==> config.mk <==
export PLATFORM = sky130hd
export DESIGN_NAME = ahb_lite_nslave_mux
export DESIGN_NICKNAME = d
export VERILOG_FILES = /design/src/rtl/ahb_lite_nslave_mux.sv
export SDC_FILE = /design/constraint.sdc
export NUM_CORES = 1
export LEC_CHECK = 0
export CORE_AREA = 2 2 130 132
export CTS_CLUSTER_DIAMETER = 30
export DETAILED_ROUTE_END_ITERATION = 6
export DIE_AREA = 0 0 132 134
export RECOVER_POWER = 100
export SLEW_MARGIN = 10
export SYNTH_ARGS = -nofsm -noshare
export SYNTH_HDL_FRONTEND = slang
export SYNTH_SLANG_ARGS = --single-unit
==> constraint.sdc <==
create_clock -name HCLK -period 2.62 [get_ports HCLK]
set_clock_uncertainty 0.1 [all_clocks]
set_input_delay 0.655 -clock HCLK [delete_from_list [all_inputs] [get_ports HCLK]]
set_output_delay 0.655 -clock HCLK [all_outputs]
set_load 0.01 [all_outputs]
==> src/rtl/ahb_lite_nslave_mux.sv <==
// AHB-Lite single-master interconnect: address decode, data-phase owner tracking,
// response mux, built-in erroring default slave and a saturating bus-error counter.
module ahb_lite_nslave_mux #(
    parameter int NUM_SLAVES = 4,
    parameter int ADDR_W     = 32,
    parameter int DATA_W     = 32,
    parameter logic [NUM_SLAVES*ADDR_W-1:0] SLV_BASE =
        {32'h3000_0000, 32'h2000_0000, 32'h1000_0000, 32'h0000_0000},
    parameter logic [NUM_SLAVES*ADDR_W-1:0] SLV_MASK = {4{32'hF000_0000}},
    parameter int ERRCNT_W   = 8
) (
    input  logic                         HCLK,
    input  logic                         HRESETn,
    input  logic [ADDR_W-1:0]            HADDR,
    input  logic [1:0]                   HTRANS,
    input  logic                         HWRITE,
    input  logic [2:0]                   HSIZE,
    input  logic [2:0]                   HBURST,
    input  logic [3:0]                   HPROT,
    input  logic [DATA_W-1:0]            HWDATA,
    output logic [DATA_W-1:0]            HRDATA,
    output logic                         HREADY,
    output logic                         HRESP,
    output logic [ADDR_W-1:0]            haddr_s,
    output logic [1:0]                   htrans_s,
    output logic                         hwrite_s,
    output logic [2:0]                   hsize_s,
    output logic [2:0]                   hburst_s,
    output logic [3:0]                   hprot_s,
    output logic [DATA_W-1:0]            hwdata_s,
    output logic [NUM_SLAVES-1:0]        hsel_s,
    input  logic [NUM_SLAVES-1:0]        hreadyout_s,
    input  logic [NUM_SLAVES-1:0]        hresp_s,
    input  logic [NUM_SLAVES*DATA_W-1:0] hrdata_s,
    output logic [ERRCNT_W-1:0]          err_cnt,
    input  logic                         err_clr
);

    typedef enum logic [1:0] {DS_OK, DS_ERR1, DS_ERR2} ds_state_t;

    logic [NUM_SLAVES-1:0] match;
    logic [NUM_SLAVES-1:0] dec_sel;
    logic                  dec_hit;
    logic [NUM_SLAVES:0]   dsel_reg;
    logic [NUM_SLAVES:0]   dsel_next;
    ds_state_t             ds_state_reg;
    logic                  ds_ready_reg;
    logic                  ds_resp_reg;
    logic                  slv_ready;
    logic                  slv_resp;
    logic [DATA_W-1:0]     slv_rdata;
    logic                  ds_start;
    logic                  err_hit;
    logic [ERRCNT_W-1:0]   err_cnt_reg;

    assign haddr_s  = HADDR;
    assign htrans_s = HTRANS;
    assign hwrite_s = HWRITE;
    assign hsize_s  = HSIZE;
    assign hburst_s = HBURST;
    assign hprot_s  = HPROT;
    assign hwdata_s = HWDATA;

    generate
        for (genvar gi = 0; gi < NUM_SLAVES; gi++) begin : g_match
            assign match[gi] = ((HADDR & SLV_MASK[gi*ADDR_W +: ADDR_W]) ==
                                (SLV_BASE[gi*ADDR_W +: ADDR_W] & SLV_MASK[gi*ADDR_W +: ADDR_W]));
        end
    endgenerate

    // Lowest matching index wins so overlapping windows still give a one-hot select.
    always_comb begin
        dec_sel = '0;
        dec_hit = 1'b0;
        for (int i = 0; i < NUM_SLAVES; i++) begin
            if (match[i] && !dec_hit) begin
                dec_sel[i] = 1'b1;
                dec_hit    = 1'b1;
            end
        end
    end

    assign hsel_s    = dec_sel;
    assign dsel_next = {~dec_hit, dec_sel};

    always_comb begin
        slv_ready = 1'b0;
        slv_resp  = 1'b0;
        slv_rdata = '0;
        for (int i = 0; i < NUM_SLAVES; i++) begin
            if (dsel_reg[i]) begin
                slv_ready = hreadyout_s[i];
                slv_resp  = hresp_s[i];
                slv_rdata = hrdata_s[i*DATA_W +: DATA_W];
            end
        end
    end

    assign HREADY = dsel_reg[NUM_SLAVES] ? ds_ready_reg : slv_ready;
    assign HRESP  = dsel_reg[NUM_SLAVES] ? ds_resp_reg  : slv_resp;
    assign HRDATA = dsel_reg[NUM_SLAVES] ? '0           : slv_rdata;

    always_ff @(posedge HCLK or negedge HRESETn) begin
        if (!HRESETn) begin
            dsel_reg <= {1'b1, {NUM_SLAVES{1'b0}}};
        end else if (HREADY) begin
            dsel_reg <= dsel_next;
        end
    end

    // Only active transfers to unmapped space error; IDLE/BUSY get a zero-wait OKAY.
    assign ds_start = HREADY && !dec_hit && HTRANS[1];

    always_ff @(posedge HCLK or negedge HRESETn) begin
        if (!HRESETn) begin
            ds_state_reg <= DS_OK;
            ds_ready_reg <= 1'b1;
            ds_resp_reg  <= 1'b0;
        end else begin
            case (ds_state_reg)
                DS_ERR1: begin
                    ds_state_reg <= DS_ERR2;
                    ds_ready_reg <= 1'b1;
                    ds_resp_reg  <= 1'b1;
                end
                default: begin
                    if (ds_start) begin
                        ds_state_reg <= DS_ERR1;
                        ds_ready_reg <= 1'b0;
                        ds_resp_reg  <= 1'b1;
                    end else begin
                        ds_state_reg <= DS_OK;
                        ds_ready_reg <= 1'b1;
                        ds_resp_reg  <= 1'b0;
                    end
                end
            endcase
        end
    end

    assign err_hit = !HREADY && HRESP;

    always_ff @(posedge HCLK or negedge HRESETn) begin
        if (!HRESETn) begin
            err_cnt_reg <= '0;
        end else if (err_clr) begin
            err_cnt_reg <= '0;
        end else if (err_hit && !(&err_cnt_reg)) begin
            err_cnt_reg <= err_cnt_reg + 1'b1;
        end
    end

    assign err_cnt = err_cnt_reg;

endmodule
-- Word-level counts from Yosys, hierarchy flattened
Cells that the tools add are included.
W data, S select, Z words.
- register bits after elaboration: 17
- input port bits: 216
- output and inout port bits: 123
- word-level logic and storage cells: 57
- add/subtract/negate cells: 1
- eq/ne operators: 4
- multiplexer cells: 30
- bitwise gates (word level): 1
- reduce and logical (&&, ||, !) cells: 16
- operators by type and width (cell ; count):
    $mux W32 ; 5
    $logic_not A32 Y1 ; 1
    $mux W1 ; 22
    $mux W8 ; 2
    $add A8 B1 Y8 const B ; 1
    $eq A4 B2 Y1 const B ; 2
    $reduce_and A8 Y1 ; 1
    $logic_and A1 B1 Y1 ; 7
    $logic_not A1 Y1 ; 6
    $eq A4 B1 Y1 const B ; 1
    $eq A2 B1 Y1 const B ; 1
    $mux W2 ; 1
    $reduce_bool A2 Y1 ; 1
    $not A1 Y1 ; 1

-- Depth between registers and ports, before layout
- word-level depth: 16
- mapped depth: 8
- depth with buffers taken out: 5

-- Worst setup path after synthesis
No wires, ideal clock.
- kind: flip-flop to output port
- from: register dsel_reg[1]
- to: output HRDATA[10]
- arrival: 1.474 ns
- required time: 1.865 ns
- setup slack: 0.391 ns
- cell stages (with the launch flop): 9
- path buffers: 3
- cells stage by stage: dfrtp_1 buf_6 nor2b_1 buf_6 clkbuf_1 a221oi_1 nor3_1 a21oi_1 nor2_1
- longest elaborated chain between the ends: 4
- RTL lines (item ; RTL line ; source):
    start, declared ; 44 ; logic [NUM_SLAVES:0] dsel_reg;
    start signal, assigned ; 105 ; dsel_reg <= {1'b1, {NUM_SLAVES{1'b0}}};
    start signal, assigned ; 107 ; dsel_reg <= dsel_next;
    $mux W32 (3 in a row) ; 91 ; if (dsel_reg[i]) begin
    $mux W32 ; 101 ; assign HRDATA = dsel_reg[NUM_SLAVES] ? '0 : slv_rdata;
    end, declared ; 21 ; output logic [DATA_W-1:0] HRDATA,
No other way between the ends.

-- Final worst setup path
- from: input hrdata_s[49]
- to: output HRDATA[17]
- longest elaborated chain between the ends: 4
- RTL lines (item ; RTL line ; source):
    start, declared ; 34 ; input logic [NUM_SLAVES*DATA_W-1:0] hrdata_s,
    $mux W32 (3 in a row) ; 91 ;
    $mux W32 ; 101 ;
No other way between the ends.

==> flow_summary_export.csv <==
group,metric,value,unit
yosys,synthCells,359,
grt,grt-ovfl-total,0,
pwr,switching_share,20.2,%
yosys,synth_ff_type,"dfrtp_1",
worst_setup_path,path_class,"primary input to primary output",
finish,syn2layout_area_growth,78.5,%
grt,grt_max_degree,44,
yosys,synthArstFlopShare,100,%
timing,relSlewSlack,46.7,%
worst_setup_path,arrival,1840,ps
pwr,power_leakage,1.90,nW
yosys,yosysMostFrequentCell,"buf_4",
flow_run,cap_violations,0,
timing,final_hold_viol_count,0,
place,place_area,4340,sq um
timing,fmax,0.386,GHz
finish,antenna_cells,0,
pwr,peakVddDrop,0.203,mV
floorplan,die_area,17700,sq um
finish,final_cell_area,4650,sq um
worst_setup_path,path_max_fanout,1,
yosys,ys_seq_area_share,16.4,%
worst_setup_path,endpoint_kind,"primary output",
worst_setup_path,critPathTopFamily,"buffers and inverters",
yosys,synth-edff-count,0,
yosys,postSynthAreaPerCell,7.26,sq um
drt,dr.pass1.iters,4,
timing,finalCritPeriodShare,99.0,%
finish,largest_reg_flops,8,
finish,n_fill_cell,1758,
worst_setup_path,r2r_cells,10,
worst_setup_path,worst_setup_path_start_kind,"primary input",
drt,drc_errors,0,
worst_setup_path,max_stage_delay,420,ps
grt,antenna_found_initial,1,
finish,nets,697,
yosys,synth_common_cells,"82 x buf_4, 39 x nor2_1, 38 x a21oi_1, 38 x nor2b_1, 33 x nor3_1",
floorplan,num_rows,47,
drt,wire_per_inst,18.0,um
timing,rsz0062_at_grt,"true",
finish,fin_util,28.5,%
timing,worst_pin_slew,797,ps
place,routabilityCongestion,0.748,
drt,vias,3133,
grt,grt_usage,12.3,%
grt,grt_pass1_wl,17500,um
yosys,synth_top_area_share,23.6,%
finish,multi_input_area,1690,sq um
place,place_ws,-381,ps
drt,via_per_inst,4.48,
finish,drive_gt1_share,26.1,%
cts,path_clk_slew,50,ps
pwr,p_switching,0.169,mW
cts,cts_buffers,3,
yosys,synth_top_area_cell,"buf_4",
cts,h-tree-depth,1,
timing,hold_slack,409,ps
yosys,synth_fp_nets,576,
cts,cts_buffer_depth,2,
cts,root_buffer,"clkbuf_16",
yosys,yosys-top-cells-area,"buf_4 24%, dfrtp_1 14%, a221oi_1 11%",
worst_setup_path,path_cells,"clkdlybuf4s50_1 > a221oi_2 > nor3_1 > buf_4 > a21oi_2 > nor2_1 > buf_2",
yosys,synth_area,2600,sq um
worst_setup_path,worst-path-buf-inv,3,
cts,cts_tree,"built",
pwr,pwr-share-seq,31.4,%
floorplan,ios,339,
grt,first_global_vias,3131,
cts,clock_latency,250,ps
timing,slew_viol_final,0,
drt,drt_wl_total,12600,um
drt,first_iter_violations,75,
outcome,status,"finished, final reports clean",
hold_path,holdPathStages,2,
cts,clock-sinks,17,
timing,finalWorstSetupSlack,26.3,ps
place,portBuffers,194,
finish,seq_area,432,sq um
place,dp.final_hpwl,9480,um
yosys,synth_cell_types,35,
worst_setup_path,rrSetupSlack,210,ps
hold_path,hold_class,"register to register",
pwr,comb_power_share,32.2,%
timing,finalSetupViolCount,0,
timing,period_minus_slack,2590,ps
drt,ant_nets,0,
floorplan,die_h,134,um
worst_setup_path,slowest_stage,"clkdlybuf4s50_1",
floorplan,start_util,16.0,%
pwr,p_clk_share,36.4,%
worst_setup_path,cp.depth,7,
worst_setup_path,worstPathRequired,1870,ps
floorplan,core,16300,sq um
pwr,powerDensity,180,nW/um^2
pwr,p_int,0.668,mW
yosys,ys_warn_count,0,
floorplan,die_w,132,um
yosys,ys_seq_elements,17,
-- through the flow --
step | TNS [ps] | std cells | total power [mW]
2_1_floorplan | 0 | 359 | 0.399
3_3_place_gp | -9170 | 690 | 0.522
3_5_place_dp | -9900 | 690 | 0.525
4_1_cts | 0 | 695 | 0.843
5_1_grt | -108 | 699 | 0.876
6_report | 0 | 699 | 0.837
-- layout make-up --
class	instances	area share [%]
repair buffers	227	46.6
multi-input cells	228	36.3
flip-flops and latches	17	9.28
well taps	220	5.92
clock buffers	3	1.61
inverters	3	0.242
clock inverters	1	0.108
-- final timing paths --
path                            startpoint            to
setup / recovery              hrdata_s[49]    HRDATA[17]
hold / removal             ds_state_reg[1]  ds_ready_reg
setup reg to reg               dsel_reg[1]    err_cnt[0]
hold reg to reg            ds_state_reg[1]  ds_ready_reg
max in group asynchronous          HRESETn   dsel_reg[2]
min in group asynchronous          HRESETn    err_cnt[5]
-- worst register-to-register path: cells and delay by family, from the launching register on --
| kind | cells | cell delay, ps |
|---|---|---|
| DFF | 1 | 440 |
| muxes | 1 | 260 |
| AOI/OAI and AO/OA | 3 | 650 |
| buffers and inverters | 5 | 810 |
| and+or+nand+nor | 1 | 40 |
-- logic make-up after synthesis --
group | after synthesis | synth area share, %
flip-flops | 17 | 16.4
adder cells (fa/ha/maj) | 1 | 0.480
buffers and inverters | 114 | 29.4
multiplexers | 8 | 3.41
AO/OA/AOI/OAI | 81 | 22.4
AND/OR/NAND/NOR | 138 | 27.8
-- per-layer routing --
metal	GRT usage, %	vias up	share of wire (%)
met3	5.37	40	12
li1	-	1448	-
met1	13.0	1456	36
met4	4.35	2	2.8
met2	21.9	187	50
met5	0	-	0.10
-- placed cells by master, fill, tap and decap left out, types with 10 or more instances in the layout --
cell type        count
a221oi_2            27
clkbuf_2            23
dfrtp_1             12
dlygate4sd2_1       10
a21oi_1             37
nor2b_1             37
nor2_1              36
buf_4               24
clkdlybuf4s50_1    147
nor3_1              30
-- power by group through the flow --
stage          clock network [mW]  registers [mW]  logic, mW
3_5_place_dp                    0           0.267      0.258
5_1_grt                     0.329           0.263      0.284
3_3_place_gp                    0           0.267      0.255
4_1_cts                     0.313           0.263      0.267
6_report                    0.304           0.263      0.270
2_1_floorplan                   0           0.267      0.132
-- what timing repair did --
item / 4_1_cts / 5_1_grt
pin swaps: 9 / 15
gates resized for setup: 118 / 52
cloned: 0 / 2
hold buffers: 0 / 0
endpoints found under the setup margin: 39 / 35
buffers inserted: 1 / 2
(Power assumes the default switching activity.)
